===== src/rtl/outport_ctrl_pkg.sv =====
`default_nettype none
// ============================================================================
// Module   : outport_ctrl_pkg
// Purpose  : Shared constants for the wormhole-router output-port controller.
//            Holds the port count, flit width, flit-type codes and small
//            helpers that decode the type field of a flit.
// Revision : 1.0  initial release
// ============================================================================
package outport_ctrl_pkg;

    // Highest port index; port vectors are [c_PORT:0].
    localparam int c_PORT = 4;

    // Flit width; the two MSBs carry the flit type.
    localparam int c_FW = 34;

    // Flit type codes (bits [FW-1:FW-2]).
    localparam logic [1:0] c_FT_BODY = 2'b00;
    localparam logic [1:0] c_FT_HEAD = 2'b01;
    localparam logic [1:0] c_FT_TAIL = 2'b10;
    localparam logic [1:0] c_FT_HT   = 2'b11;

    // A flit opens a packet when it is a head or a single-flit head+tail.
    function automatic logic ft_is_head(input logic [1:0] ft);
        return (ft == c_FT_HEAD) || (ft == c_FT_HT);
    endfunction

    // A flit closes a packet when it is a tail or a single-flit head+tail.
    function automatic logic ft_is_tail(input logic [1:0] ft);
        return (ft == c_FT_TAIL) || (ft == c_FT_HT);
    endfunction

endpackage
`default_nettype wire


===== src/rtl/outport_ctrl_credit_cnt.sv =====
`default_nettype none
// ============================================================================
// Module   : outport_ctrl_credit_cnt
// Purpose  : Downstream credit counter. Resets to CREDIT, decrements on a
//            forwarded flit, increments on a returned credit, saturates at
//            CREDIT and raises a sticky overflow flag when a credit is
//            returned to a full counter.
// Ports    : clk      - clock
//            rst_     - asynchronous active-low reset
//            i_inc    - one credit returned by downstream
//            i_dec    - one flit forwarded (only asserted when count != 0)
//            o_count  - current credit count
//            o_ovf    - sticky overflow error
// Revision : 1.0  initial release
// ============================================================================
module outport_ctrl_credit_cnt #(
    parameter int CREDIT = 4,
    parameter int CW     = 3
) (
    input  logic          clk,
    input  logic          rst_,
    input  logic          i_inc,
    input  logic          i_dec,
    output logic [CW-1:0] o_count,
    output logic          o_ovf
);

    localparam logic [CW-1:0] c_FULL = CW'(CREDIT);
    localparam logic [CW-1:0] c_STEP = CW'(1);

    logic [CW-1:0] r_count;
    logic          r_ovf;

    always_ff @(posedge clk or negedge rst_) begin
        if (!rst_) begin
            r_count <= c_FULL;
            r_ovf   <= 1'b0;
        end else begin
            case ({i_inc, i_dec})
                2'b01: r_count <= r_count - c_STEP;
                2'b10: begin
                    // A return to a full counter means downstream and this
                    // block disagree on buffer depth: hold and flag it.
                    if (r_count == c_FULL) begin
                        r_ovf <= 1'b1;
                    end else begin
                        r_count <= r_count + c_STEP;
                    end
                end
                default: ; // idle, or a return cancelling a forward
            endcase
        end
    end

    assign o_count = r_count;
    assign o_ovf   = r_ovf;

endmodule
`default_nettype wire


===== src/rtl/outport_ctrl.sv =====
`default_nettype none
// ============================================================================
// Module   : outport_ctrl
// Purpose  : Per-output-port controller of the 5-port wormhole router.
//            Requests the arbiter on behalf of inputs holding head flits,
//            locks the granted input until its tail flit passes, drives the
//            crossbar select, registers the outgoing flit and tracks
//            downstream credits.
// Ports    : clk        - clock
//            rst_       - asynchronous active-low reset
//            in_vld     - input-buffer head valid, one bit per input
//            in_flit    - packed head flits, port i at [i*FW +: FW]
//            in_ack     - one-hot pop to the owning input (combinational)
//            arb_req    - request vector to the arbiter (combinational)
//            arb_grt    - grant from the arbiter
//            sel        - crossbar select, equals the owner register
//            out_vld    - registered flit valid toward downstream
//            out_flit   - registered flit
//            credit_in  - one credit returned by downstream
//            cr_ovf     - sticky credit-overflow error
// Revision : 1.0  initial release
// ============================================================================
module outport_ctrl
    import outport_ctrl_pkg::*;
#(
    parameter int PORT   = c_PORT,
    parameter int FW     = c_FW,
    parameter int CREDIT = 4,
    parameter int CW     = 3
) (
    input  logic                   clk,
    input  logic                   rst_,
    input  logic [PORT:0]          in_vld,
    input  logic [(PORT+1)*FW-1:0] in_flit,
    output logic [PORT:0]          in_ack,
    output logic [PORT:0]          arb_req,
    input  logic [PORT:0]          arb_grt,
    output logic [PORT:0]          sel,
    output logic                   out_vld,
    output logic [FW-1:0]          out_flit,
    input  logic                   credit_in,
    output logic                   cr_ovf
);

    localparam logic [0:0]    c_IDLE   = 1'b0;
    localparam logic [0:0]    c_ACTIVE = 1'b1;
    localparam logic [PORT:0] c_ONE    = (PORT+1)'(1);

    logic [0:0]    r_state;
    logic [PORT:0] r_owner;
    logic          r_out_vld;
    logic [FW-1:0] r_out_flit;

    logic [PORT:0] w_is_head;
    logic [PORT:0] w_grant_low;
    logic [FW-1:0] w_flit;
    logic [CW-1:0] w_credits;
    logic          w_has_credit;
    logic          w_xfer;
    logic          w_tail;

    // Decode which input buffers present a packet-opening flit.
    generate
        for (genvar gi = 0; gi <= PORT; gi++) begin : g_port
            assign w_is_head[gi] = ft_is_head(in_flit[gi*FW + FW-2 +: 2]);
        end
    endgenerate

    // Owner flit mux; owner is one-hot or zero, so OR-reduction suffices.
    always_comb begin
        w_flit = '0;
        for (int i = 0; i <= PORT; i++) begin
            if (r_owner[i]) begin
                w_flit = w_flit | in_flit[i*FW +: FW];
            end
        end
    end

    // Keep only the lowest set grant bit so the owner stays one-hot.
    assign w_grant_low  = arb_grt & (~arb_grt + c_ONE);

    assign w_has_credit = (w_credits != '0);
    assign w_xfer       = (r_state == c_ACTIVE) && (|(r_owner & in_vld)) && w_has_credit;
    assign w_tail       = ft_is_tail(w_flit[FW-1:FW-2]);

    // Body/tail flits at an idle input are never requested; they wait
    // for their own head to win this port first.
    assign arb_req  = (r_state == c_IDLE) ? (in_vld & w_is_head) : '0;
    assign in_ack   = w_xfer ? r_owner : '0;
    assign sel      = r_owner;
    assign out_vld  = r_out_vld;
    assign out_flit = r_out_flit;

    always_ff @(posedge clk or negedge rst_) begin
        if (!rst_) begin
            r_state <= c_IDLE;
            r_owner <= '0;
        end else begin
            case (r_state)
                c_IDLE: begin
                    // A grant without credit is dropped; the arbiter is
                    // asked again next cycle.
                    if ((|arb_grt) && w_has_credit) begin
                        r_state <= c_ACTIVE;
                        r_owner <= w_grant_low;
                    end
                end
                c_ACTIVE: begin
                    if (w_xfer && w_tail) begin
                        r_state <= c_IDLE;
                        r_owner <= '0;
                    end
                end
                default: begin
                    r_state <= c_IDLE;
                    r_owner <= '0;
                end
            endcase
        end
    end

    always_ff @(posedge clk or negedge rst_) begin
        if (!rst_) begin
            r_out_vld  <= 1'b0;
            r_out_flit <= '0;
        end else begin
            r_out_vld <= w_xfer;
            if (w_xfer) begin
                r_out_flit <= w_flit;
            end
        end
    end

    outport_ctrl_credit_cnt #(
        .CREDIT (CREDIT),
        .CW     (CW)
    ) u_credit (
        .clk     (clk),
        .rst_    (rst_),
        .i_inc   (credit_in),
        .i_dec   (w_xfer),
        .o_count (w_credits),
        .o_ovf   (cr_ovf)
    );

endmodule
`default_nettype wire


===== config.mk =====
export PLATFORM = sky130hd
export DESIGN_NAME = outport_ctrl
export DESIGN_NICKNAME = d
export VERILOG_FILES = /design/src/rtl/outport_ctrl_pkg.sv /design/src/rtl/outport_ctrl_credit_cnt.sv /design/src/rtl/outport_ctrl.sv
export SDC_FILE = /design/constraint.sdc
export NUM_CORES = 1
export LEC_CHECK = 0
export ABC_AREA = 1
export CORE_MARGIN = 4
export CORE_UTILIZATION = 45
export CTS_CLUSTER_SIZE = 8
export DETAILED_ROUTE_END_ITERATION = 7
export DONT_BUFFER_PORTS = 1
export PLACE_DENSITY = 0.59
export SYNTH_ARGS = -nofsm -noshare
export SYNTH_HDL_FRONTEND = slang
export SYNTH_SLANG_ARGS = --single-unit
export TNS_END_PERCENT = 30

===== constraint.sdc =====
create_clock -name clk -period 3.6 [get_ports clk]
set_input_delay 0.36 -clock clk [delete_from_list [all_inputs] [get_ports clk]]
set_output_delay 0.36 -clock clk [all_outputs]
set_load 0.02 [all_outputs]

==> insert_results.sql <==
INSERT INTO impl_metrics (metric_group, metric, value, unit) VALUES
('outcome', 'status', 'finished, final reports clean', ''),
('critical_path', 'critical_path.n_buffers_inverters', '4', ''),
('grt', 'track_usage', '0.199', ''),
('timing', 'timing.max_slew.rel_slack', '0.646', ''),
('cts', 'numCtsBuffers', '5', ''),
('detailed_routing', 'routed_wire_length_per_instance', '21.4', 'um'),
('layout', 'area_occupied_by_multi_input_gates', '2000', 'um2'),
('cts', 'cts_tree', 'built', ''),
('floorplan', 'die_x', '94.5', 'um'),
('layout', 'post_synthesis_to_final_layout_area_growth', '3.27', '%'),
('timing', 'setup_total_negative_slack', '0', 'ns'),
('critical_path', 'ff2ff_path_depth', '10', ''),
('layout', 'final_net_count', '529', ''),
('floorplan', 'die-area', '8930', 'um2'),
('synth', 'seq_area_frac_synth', '0.335', ''),
('critical_path', 'critPathSlowestCell', 'sky130_fd_sc_hd__buf_4', ''),
('grt', 'initial_antenna_violation_count', '0', ''),
('layout', 'mostFrequentLayoutCells', '83 x sky130_fd_sc_hd__nor2_1, 66 x sky130_fd_sc_hd__a22o_1, 59 x sky130_fd_sc_hd__nand2_1, 44 x sky130_fd_sc_hd__dfrtp_1, 29 x sky130_fd_sc_hd__a31oi_4', ''),
('layout', 'mostFrequentLayoutCell', 'sky130_fd_sc_hd__nor2_1', ''),
('critical_path', 'path_delay_family', 'buffers and inverters', ''),
('detailed_routing', 'drt_first_iter_violations', '80', ''),
('synth', 'postSynthAreaPerCell', '9.40', 'um2'),
('critical_path', 'timing.critical_path.required', '3.83', 'ns'),
('synth', 'synth_ff_type', 'sky130_fd_sc_hd__dfrtp_1', ''),
('power_and_ir_drop', 'pwr_density_cell', '1110', 'nW/um2'),
('synth', 'syn_inst', '358', ''),
('critical_path', 'timing.rr.end', 'out_flit[1]$_DFFE_PN0N_', ''),
('floorplan', 'rows', '31', ''),
('detailed_routing', 'totalWireLength', '9.52', 'mm'),
('timing', 'hold_viol_final', '0', ''),
('flow_run', 'cap_violations', '0', ''),
('cts', 'cts_buffer_depth', '2', ''),
('cts', 'clk_transition_reported_paths', '0.09', 'ns'),
('power_and_ir_drop', 'ir_drop', '0.572', 'mV'),
('critical_path', 'path_cells', 'buf_4 > nand2_2 > inv_2 > nor2_4 > nand2_4 > nand2_8 > inv_4 > buf_12 > nor2_1 > a31oi_4', ''),
('floorplan', 'placeableCoreArea', '7250', 'um2'),
('synth', 'synth-seq-cells', '45', ''),
('cts', 'cts-hold-fix-buffers', '2', ''),
('placed_design', 'place.detailed.hpwl', '7.02', 'mm'),
('timing', 'setup_viol', '0', ''),
('grt', 'grt-ovfl-total', '0', ''),
('floorplan', 'die-height', '94.5', 'um'),
('grt', 'wire_length_of_the_first_global_routing_pass', '14.0', 'mm'),
('min_path', 'timing.hold.worst_path_depth', '2', ''),
('critical_path', 'r2r_slack', '1.37', 'ns'),
('grt', 'via_count_of_the_first_global_routing_pass', '2729', ''),
('critical_path', 'cp_data_arrival_time', '2.46', 'ns'),
('synth', 'yosysTopAreaCellShare', '0.327', ''),
('synth', 'yosys.cell_types.count', '29', ''),
('grt', 'globalRouteMet1Util', '0.240', ''),
('critical_path', 'timing_worst_setup_path_type', 'reg2reg', ''),
('synth', 'synthesis.nets', '542', ''),
('power_and_ir_drop', 'p_leak', '1.34', 'nW'),
('cts', 'htree_num_levels', '2', ''),
('timing', 'period_minus_ws_final', '2.23', 'ns'),
('timing', 'report.final.slew_viol_count', '0', ''),
('grt', 'use_met3', '0.0669', ''),
('critical_path', 'critPathMaxStageDelay', '0.43', 'ns'),
('detailed_routing', 'tritonroute_pass_1_iters', '5', ''),
('synth', 'synth_top_cells_by_area', 'sky130_fd_sc_hd__dfrtp_1 33%, sky130_fd_sc_hd__a31oi_4 18%, sky130_fd_sc_hd__a22o_1 17%, sky130_fd_sc_hd__nor2_1 9.3%, sky130_fd_sc_hd__nand2_1 6.6%', ''),
('placed_design', 'post-place-cells', '435', ''),
('layout', 'drive_gt1_frac', '0.162', ''),
('floorplan', 'io_pins', '234', ''),
('placed_design', 'placement.io_buffers', '0', ''),
('timing', 'grt_setup_unrepaired', 'false', ''),
('floorplan', 'initial_utilization', '0.464', ''),
('placed_design', 'gp_congestion', '0.830', ''),
('critical_path', 'worst_setup_path_startpoint', 'sel[1]$_DFFE_PN0P_', ''),
('cts', 'clk_latency', '0.30', 'ns'),
('critical_path', 'cp-end-kind', 'flop', ''),
('grt', 'use_met2', '0.346', '');
==> how the worst max path moves through the flow <==
| stage | end | slack [ns] | cells after the start |
|---|---|---|---|
| 6_report | out_flit[1]$_DFFE_PN0N_ | 1.37 | 10 |
| 5_1_grt | out_flit[30]$_DFFE_PN0N_ | 1.23 | 10 |
| 4_1_cts | out_flit[14]$_DFFE_PN0N_ | 1.38 | 10 |
| 3_5_place_dp | out_flit[14]$_DFFE_PN0N_ | 1.40 | 10 |
| 3_3_place_gp | out_flit[30]$_DFFE_PN0N_ | 1.44 | 10 |
| 2_1_floorplan | u_credit.o_count[2]$_DFFE_PN1P_ | 1.78 | 12 |
==> layer usage <==
metal	routed length (um)	share of wire
met5	0	0
met4	82	0.0086
met3	1020	0.11
met2	4700	0.49
met1	3710	0.39
==> cell type report <==
cell class                      count  share of cell area
Timing Repair Buffer                8              0.0274
Tap cell                           99              0.0356
Multi-Input combinational cell    274               0.574
Sequential cell                    45               0.324
Clock buffer                        8              0.0259
Inverter                           11              0.0126
==> worst reg2reg max path, cell delays in order, from the launching register on <==
cell                      delay, ns
sky130_fd_sc_hd__dfrtp_1       0.33
sky130_fd_sc_hd__buf_4         0.43
sky130_fd_sc_hd__nand2_2       0.09
sky130_fd_sc_hd__inv_2         0.08
sky130_fd_sc_hd__nor2_4        0.04
sky130_fd_sc_hd__nand2_4       0.07
sky130_fd_sc_hd__nand2_8       0.07
sky130_fd_sc_hd__inv_4         0.40
sky130_fd_sc_hd__buf_12        0.36
sky130_fd_sc_hd__nor2_1        0.13
sky130_fd_sc_hd__a31oi_4       0.15
==> metrics by stage <==
step           worst slack, ns  hold slack, ns   util  instance area, um2
2_1_floorplan             1.78          0.0644      -                3370
3_3_place_gp              1.44          0.0654  0.462                3350
3_5_place_dp              1.40          0.0655  0.462                3350
4_1_cts                   1.38           0.195  0.479                3480
5_1_grt                   1.23           0.199  0.479                3480
6_report                  1.37           0.206  0.479                3480
==> cells in the mapped netlist, types with 2 or more instances <==
cell type and number:
sky130_fd_sc_hd__a21oi_1 4, sky130_fd_sc_hd__buf_12 3, sky130_fd_sc_hd__buf_6 4, sky130_fd_sc_hd__clkbuf_1 15, sky130_fd_sc_hd__a31oi_1 4, sky130_fd_sc_hd__a31oi_4 29, sky130_fd_sc_hd__nand4_1 2, sky130_fd_sc_hd__dfrtp_1 44
sky130_fd_sc_hd__inv_1 8, sky130_fd_sc_hd__buf_4 3, sky130_fd_sc_hd__buf_2 3, sky130_fd_sc_hd__nor2_1 83, sky130_fd_sc_hd__nand3_1 8, sky130_fd_sc_hd__nand3b_1 2, sky130_fd_sc_hd__inv_2 2, sky130_fd_sc_hd__o21ai_1 3
sky130_fd_sc_hd__nand2_2 6, sky130_fd_sc_hd__a22o_1 66, sky130_fd_sc_hd__nand2_1 59
==> sequential cells by signal (all words and copies together) (netlist names) <==
| signal | flops |
|---|---|
| r_state | 1 |
| u_credit.o_ovf | 1 |
| u_credit.o_count | 3 |
| sel | 5 |
| out_flit | 34 |
| out_vld | 1 |
==> logic make-up after synthesis <==
group | Yosys count | synth area share
xor gates and xnor gates | 1 | 0.00260
buffers and inverters | 39 | 0.0721
adders and majority gates | 1 | 0.00595
and+or+nand+nor | 163 | 0.202
DFF | 45 | 0.335
AOI/OAI and AO/OA | 109 | 0.382
==> power breakdown <==
group	switching, mW	internal (mW)
combinational	1.41	0.910
sequential	0.447	0.772
clock	0.173	0.157
total	2.03	1.84
No activity file was read; power rests on OpenSTA's default activity.
==> edit 1 (config.mk and constraints unchanged) <==
Set the package constant `c_PORT` to 3 (it was 4).
--- a/src/rtl/outport_ctrl_pkg.sv
+++ b/src/rtl/outport_ctrl_pkg.sv
@@ -9,7 +9,7 @@
 package outport_ctrl_pkg;
 
     // Highest port index; port vectors are [c_PORT:0].
-    localparam int c_PORT = 4;
+    localparam int c_PORT = 3;
 
     // Flit width; the two MSBs carry the flit type.
     localparam int c_FW = 34;
Interface: changed (6 resized); port bits go from 234 to 195. The function was not compared with the original's and may differ.
==> edit 1 against the unedited design <==
- power is 28% lower
- worst hold slack improved by 0.012 ns
- final area is 20% lower
- first-iteration DRC count rose by 66%
- routed wire length is 20% lower
- die area fell by 22%
- area after synthesis decreased by 23%
- sequential cell count shrank 1
- via count down 13%
- clock power grew 23%
- worst setup slack lost 0.11 ns
- clock skew shrank 0.0038 ns
- highest routed layer unchanged
==> edit 1: results (changes against the unedited design) <==
Worst hold path
  • WHS Endpoint: sel[1] (was out_flit[5])
  • Hold path start: arb_grt[1] (was in_flit[107])

Worst setup path
  • FF-to-FF End: u_credit.o_count[2] (was out_flit[1])
  • Slowest CP cell: nand2_2 (was buf_4)
  • Worst R2R Path Depth: 9 (was 10)
  • Crit path DAT: 2.58 ns (was 2.46 ns)
  • Crit-path max FO: 37 (was 40)
  • CP top delay family: simple AND/OR/NAND/NOR gates (was buffers and inverters)
  • FF-to-FF Start: u_credit.o_count[0] (was sel[1])

Synth
  • Cell variety after synth: 30 (was 29)
  • Seq/Total Area, Yosys: 42.8% (was 33.5%)
  • Syn nets: 490 (was 542)
  • Synth area leaders: dfrtp_1 (42%), nand2_1 (23%), a221oi_1 (11%), o21ai_1 (4.7%), o21ai_0 (2.5%) (was dfrtp_1 (33%), a31oi_4 (18%), a22o_1 (17%), nor2_1 (9.3%), nand2_1 (6.6%))

Outcome
  • Status: finished clean (unchanged)

Timing
  • Skew final: 0.00634 ns (was 0.0101 ns)
  • Worst slew margin: 57.1% (was 64.6%)

Global route
  • Vias in the first global route: 2,382 (was 2,729)
  • All-Layer GR Usage: 21.1% (was 19.9%)
  • Met1 GRT Util: 25.2% (was 24.0%)

Final layout
  • Nets@finish: 483 (was 529)
  • Share of cells above drive strength 1: 10.1% (was 16.2%)

Routing
  • Drt pass-1 iters: 4 (was 5)
  • Total length of routed wires: 7610 microns (was 9520 microns)
  • Routed wire length on met3: 716 microns (was 1020 microns)
  • DRT iter0 DRCs: 133 (was 80)
  • DR vias/cell: 5.69 (was 6.02)
  • DRT met1 WL: 2910 microns (was 3710 microns)
  • WL met2: 3930 microns (was 4700 microns)

Placement
  • Hpwl dp: 5600 microns (was 7020 microns)
  • Final Wtd Congestion: 0.818 (was 0.830)

Pwr
  • Leak Pwr: 1.32 nW (was 1.34 nW)
edit 1: metrics by stage:
step	setup slack [ns]	std cells	hold WS, ns
2_1_floorplan	1.69	342	0.0644
3_3_place_gp	1.33	398	0.0659
3_5_place_dp	1.25	398	0.0657
4_1_cts	1.23	408	0.217
5_1_grt	1.01	408	0.201
6_report	1.26	408	0.219
edit 1: area by class of cell:
| class | instances | area [sq um] |
|---|---|---|
| fillers | 559 | 2770 |
| multi-input cells | 263 | 1310 |
| flip-flops and latches | 44 | 1100 |
| repair buffers | 11 | 105 |
| clock buffers | 7 | 96.3 |
| well taps | 72 | 90.1 |
| inverters | 10 | 40.0 |
| clock inverters | 1 | 30.0 |
edit 1: power by group through the flow:
stage | Clock (W) | Combinational [W] | Sequential (W)
6_report | 0.000407 | 0.00130 | 0.00108
2_1_floorplan | 0 | 0.00108 | 0.00105
4_1_cts | 0.000415 | 0.00133 | 0.00108
3_5_place_dp | 0 | 0.00131 | 0.00109
5_1_grt | 0.000444 | 0.00152 | 0.00110
3_3_place_gp | 0 | 0.00127 | 0.00109
edit 1: how the worst max path moves through the flow:
stage,from,to
after global placement,u_credit.o_count[1],u_credit.o_count[2]
after global routing,u_credit.o_count[0],u_credit.o_count[2]
after detailed placement,u_credit.o_count[0],u_credit.o_count[2]
final,u_credit.o_count[0],u_credit.o_count[2]
after floorplan,sel[2],u_credit.o_count[2]
after CTS,u_credit.o_count[0],u_credit.o_count[2]
edit 1: logic make-up (layout without fill, tap and decap cells):
kind of cell               Yosys count  after routing  synth area share (%)
xor gates and xnor gates             1              1                 0.340
AOI/OAI and AO/OA                   74             74                  19.6
DFF                                 44             44                  42.8
adders and majority gates            1              1                 0.777
and+or+nand+nor                    187            187                  30.1
buffers and inverters               35             29                  6.46
==> edit 2 (same flow settings) <==
Made on the original files. Put a register stage on the output `cr_ovf`, with the module's reset. The value now appears one clock later. The other outputs are not delayed to match.
--- a/src/rtl/outport_ctrl.sv
+++ b/src/rtl/outport_ctrl.sv
@@ -45,6 +45,8 @@
     localparam logic [0:0]    c_IDLE   = 1'b0;
     localparam logic [0:0]    c_ACTIVE = 1'b1;
     localparam logic [PORT:0] c_ONE    = (PORT+1)'(1);
+
+    logic cr_ovf_d;
 
     logic [0:0]    r_state;
     logic [PORT:0] r_owner;
@@ -140,8 +142,16 @@
         .i_inc   (credit_in),
         .i_dec   (w_xfer),
         .o_count (w_credits),
-        .o_ovf   (cr_ovf)
+        .o_ovf   (cr_ovf_d)
     );
+
+    always_ff @(posedge clk or negedge rst_) begin
+        if (!rst_) begin
+            cr_ovf <= '0;
+        end else begin
+            cr_ovf <= cr_ovf_d;
+        end
+    end
 
 endmodule
 `default_nettype wire
Check against the original RTL: not equivalent (Yosys sat finds a counterexample within 4 cycles, from zero or initial values and one cycle with rst_ low).
==> edit 2 against the unedited design <==
- via count down 1.7%
- non-clock buffer count increased by 1
- worst setup slack worse by 0.011 ns
- worst hold slack better by 0.012 ns
- sequential cell count up 1
- final area up 1.1%
- area after synthesis increased by 0.74%
- power grew 1.3%
- routed wire length fell by 2.5%
- highest routed layer unchanged
==> edit 2: results (changes against the unedited design) <==
Final layout
  • Share of cells above drive strength 1: 17.0% (was 16.2%)
  • Max reg flops: 34 (unchanged)
  • Nets@finish: 531 (was 529)
  • Antenna diode count: 0 (unchanged)

Routing
  • Routed wire length on met3: 982 microns (was 1020 microns)
  • DRT met1 WL: 3490 microns (was 3710 microns)
  • Drt pass-1 iters: 4 (was 5)
  • DRT iter0 DRCs: 132 (was 80)
  • DR vias/cell: 5.89 (was 6.02)
  • WL met2: 4780 microns (was 4700 microns)
  • Routed len/inst: 20.8 microns (was 21.4 microns)
  • Max layer used: met4 (unchanged)

Global route
  • Vias in the first global route: 2,566 (was 2,729)
  • Largest net degree at the start of global routing: 47 (was 46)
  • Global Route met3 Usage: 6.37% (was 6.69%)
  • Met1 GRT Util: 22.2% (was 24.0%)
  • First-pass GRT wire length: 13,500 microns (was 14,000 microns)
  • Initial antenna violation count: 0 (unchanged)
  • Met2 Use GR: 35.5% (was 34.6%)
  • All-Layer GR Usage: 19.3% (was 19.9%)

Placement
  • Final Wtd Congestion: 0.755 (was 0.830)
  • Hpwl dp: 6900 microns (was 7020 microns)

Worst setup path
  • Crit-path max FO: 39 (was 40)
  • Setup crit start: r_state (was sel[1])
  • CP top delay family: buffers and inverters (unchanged)
  • Slowest CP cell: dfrtp_1 (was buf_4)
  • Worst Setup EP: out_flit[17] (was out_flit[1])
  • Largest stage delay, worst path: 0.57 ns (was 0.43 ns)
  • Worst R2R Path Depth: 7 (was 10)
  • FF-to-FF End: out_flit[17] (was out_flit[1])

Timing
  • Tightest Pin Transition: 0.656 ns (was 0.531 ns)
  • Skew final: 0.00675 ns (was 0.0101 ns)

Pwr
  • Max IR drop VDD: 0.688 mV (was 0.572 mV)
  • Reported net switching power: 0.00203 W (about the same)
  • Leak Pwr: 1.36 nW (was 1.34 nW)
  • Power share of the clock group: 9.8% (was 8.5%)
  • Power Total: 0.00392 W (was 0.00387 W)

Worst hold path
  • Hold path start: in_flit[110] (was in_flit[107])
  • WHS Endpoint: out_flit[8] (was out_flit[5])
  • Worst min path class: in2reg (unchanged)

Clock tree
  • Clk Tree Root Cell: clkbuf_8 (unchanged)
  • # Post-CTS Setup Buffers: 0 (unchanged)
  • TritonCTS Buffers: 5 (unchanged)
  • Clk buf depth: 2 (unchanged)
  • Worst-path clk slew: 0.09 ns (about the same)
  • Skew-Pair Late Insertion Delay: 0.29 ns

Synth
  • Seq/Total Area, Yosys: 34.0% (was 33.5%)
  • Cell variety after synth: 29 (unchanged)
  • Synth area leaders: dfrtp_1 (33%), a31oi_4 (18%), a22o_1 (17%), nor2_1 (9.2%), nand2_1 (6.5%) (was dfrtp_1 (33%), a31oi_4 (18%), a22o_1 (17%), nor2_1 (9.3%), nand2_1 (6.6%))
  • Synth Register Bits: 46 (was 45)
  • Asr flop ratio synth: 100% (unchanged)
  • Synth cell count leaders: nor2_1 (83), a22o_1 (66), nand2_1 (59), dfrtp_1 (45), a31oi_4 (29) (was nor2_1 (83), a22o_1 (66), nand2_1 (59), dfrtp_1 (44), a31oi_4 (29))
  • Syn nets: 543 (was 542)

Outcome
  • Status: finished clean (unchanged)
==> edit 2: changes by cell type after synthesis <==
cell	delta
dfrtp_1	+1
==> edit 2: logic make-up (layout without fill, tap and decap cells) <==
group	Yosys count	in the layout	synth area share (%)
adders and majority gates	1	1	0.590
xor gates and xnor gates	1	1	0.258
AOI/OAI and AO/OA	109	109	37.9
buffers and inverters	39	28	7.16
DFF	46	46	34.0
and+or+nand+nor	163	163	20.1
==> edit 2: through the flow <==
stage	hold WS [ns]	area, sq um	util [%]	worst slack, ns	std cells
floorplan	0.0644	3390	-	1.78	359
global placement	0.0661	3370	46.2	1.44	437
detailed placement	0.0656	3370	46.2	1.35	437
CTS	0.205	3510	48.2	1.33	447
global route	0.209	3510	48.2	1.18	447
finish	0.218	3510	48.2	1.36	447
==> edit 2: area by class of cell <==
type	count	area, sq um
inverter	11	43.8
sequential	46	1150
fill	699	3780
tap	99	124
clock buffer	5	68.8
timing repair buffer	9	90.1
clock inverter	3	40.0
multi-input combinational	274	2000
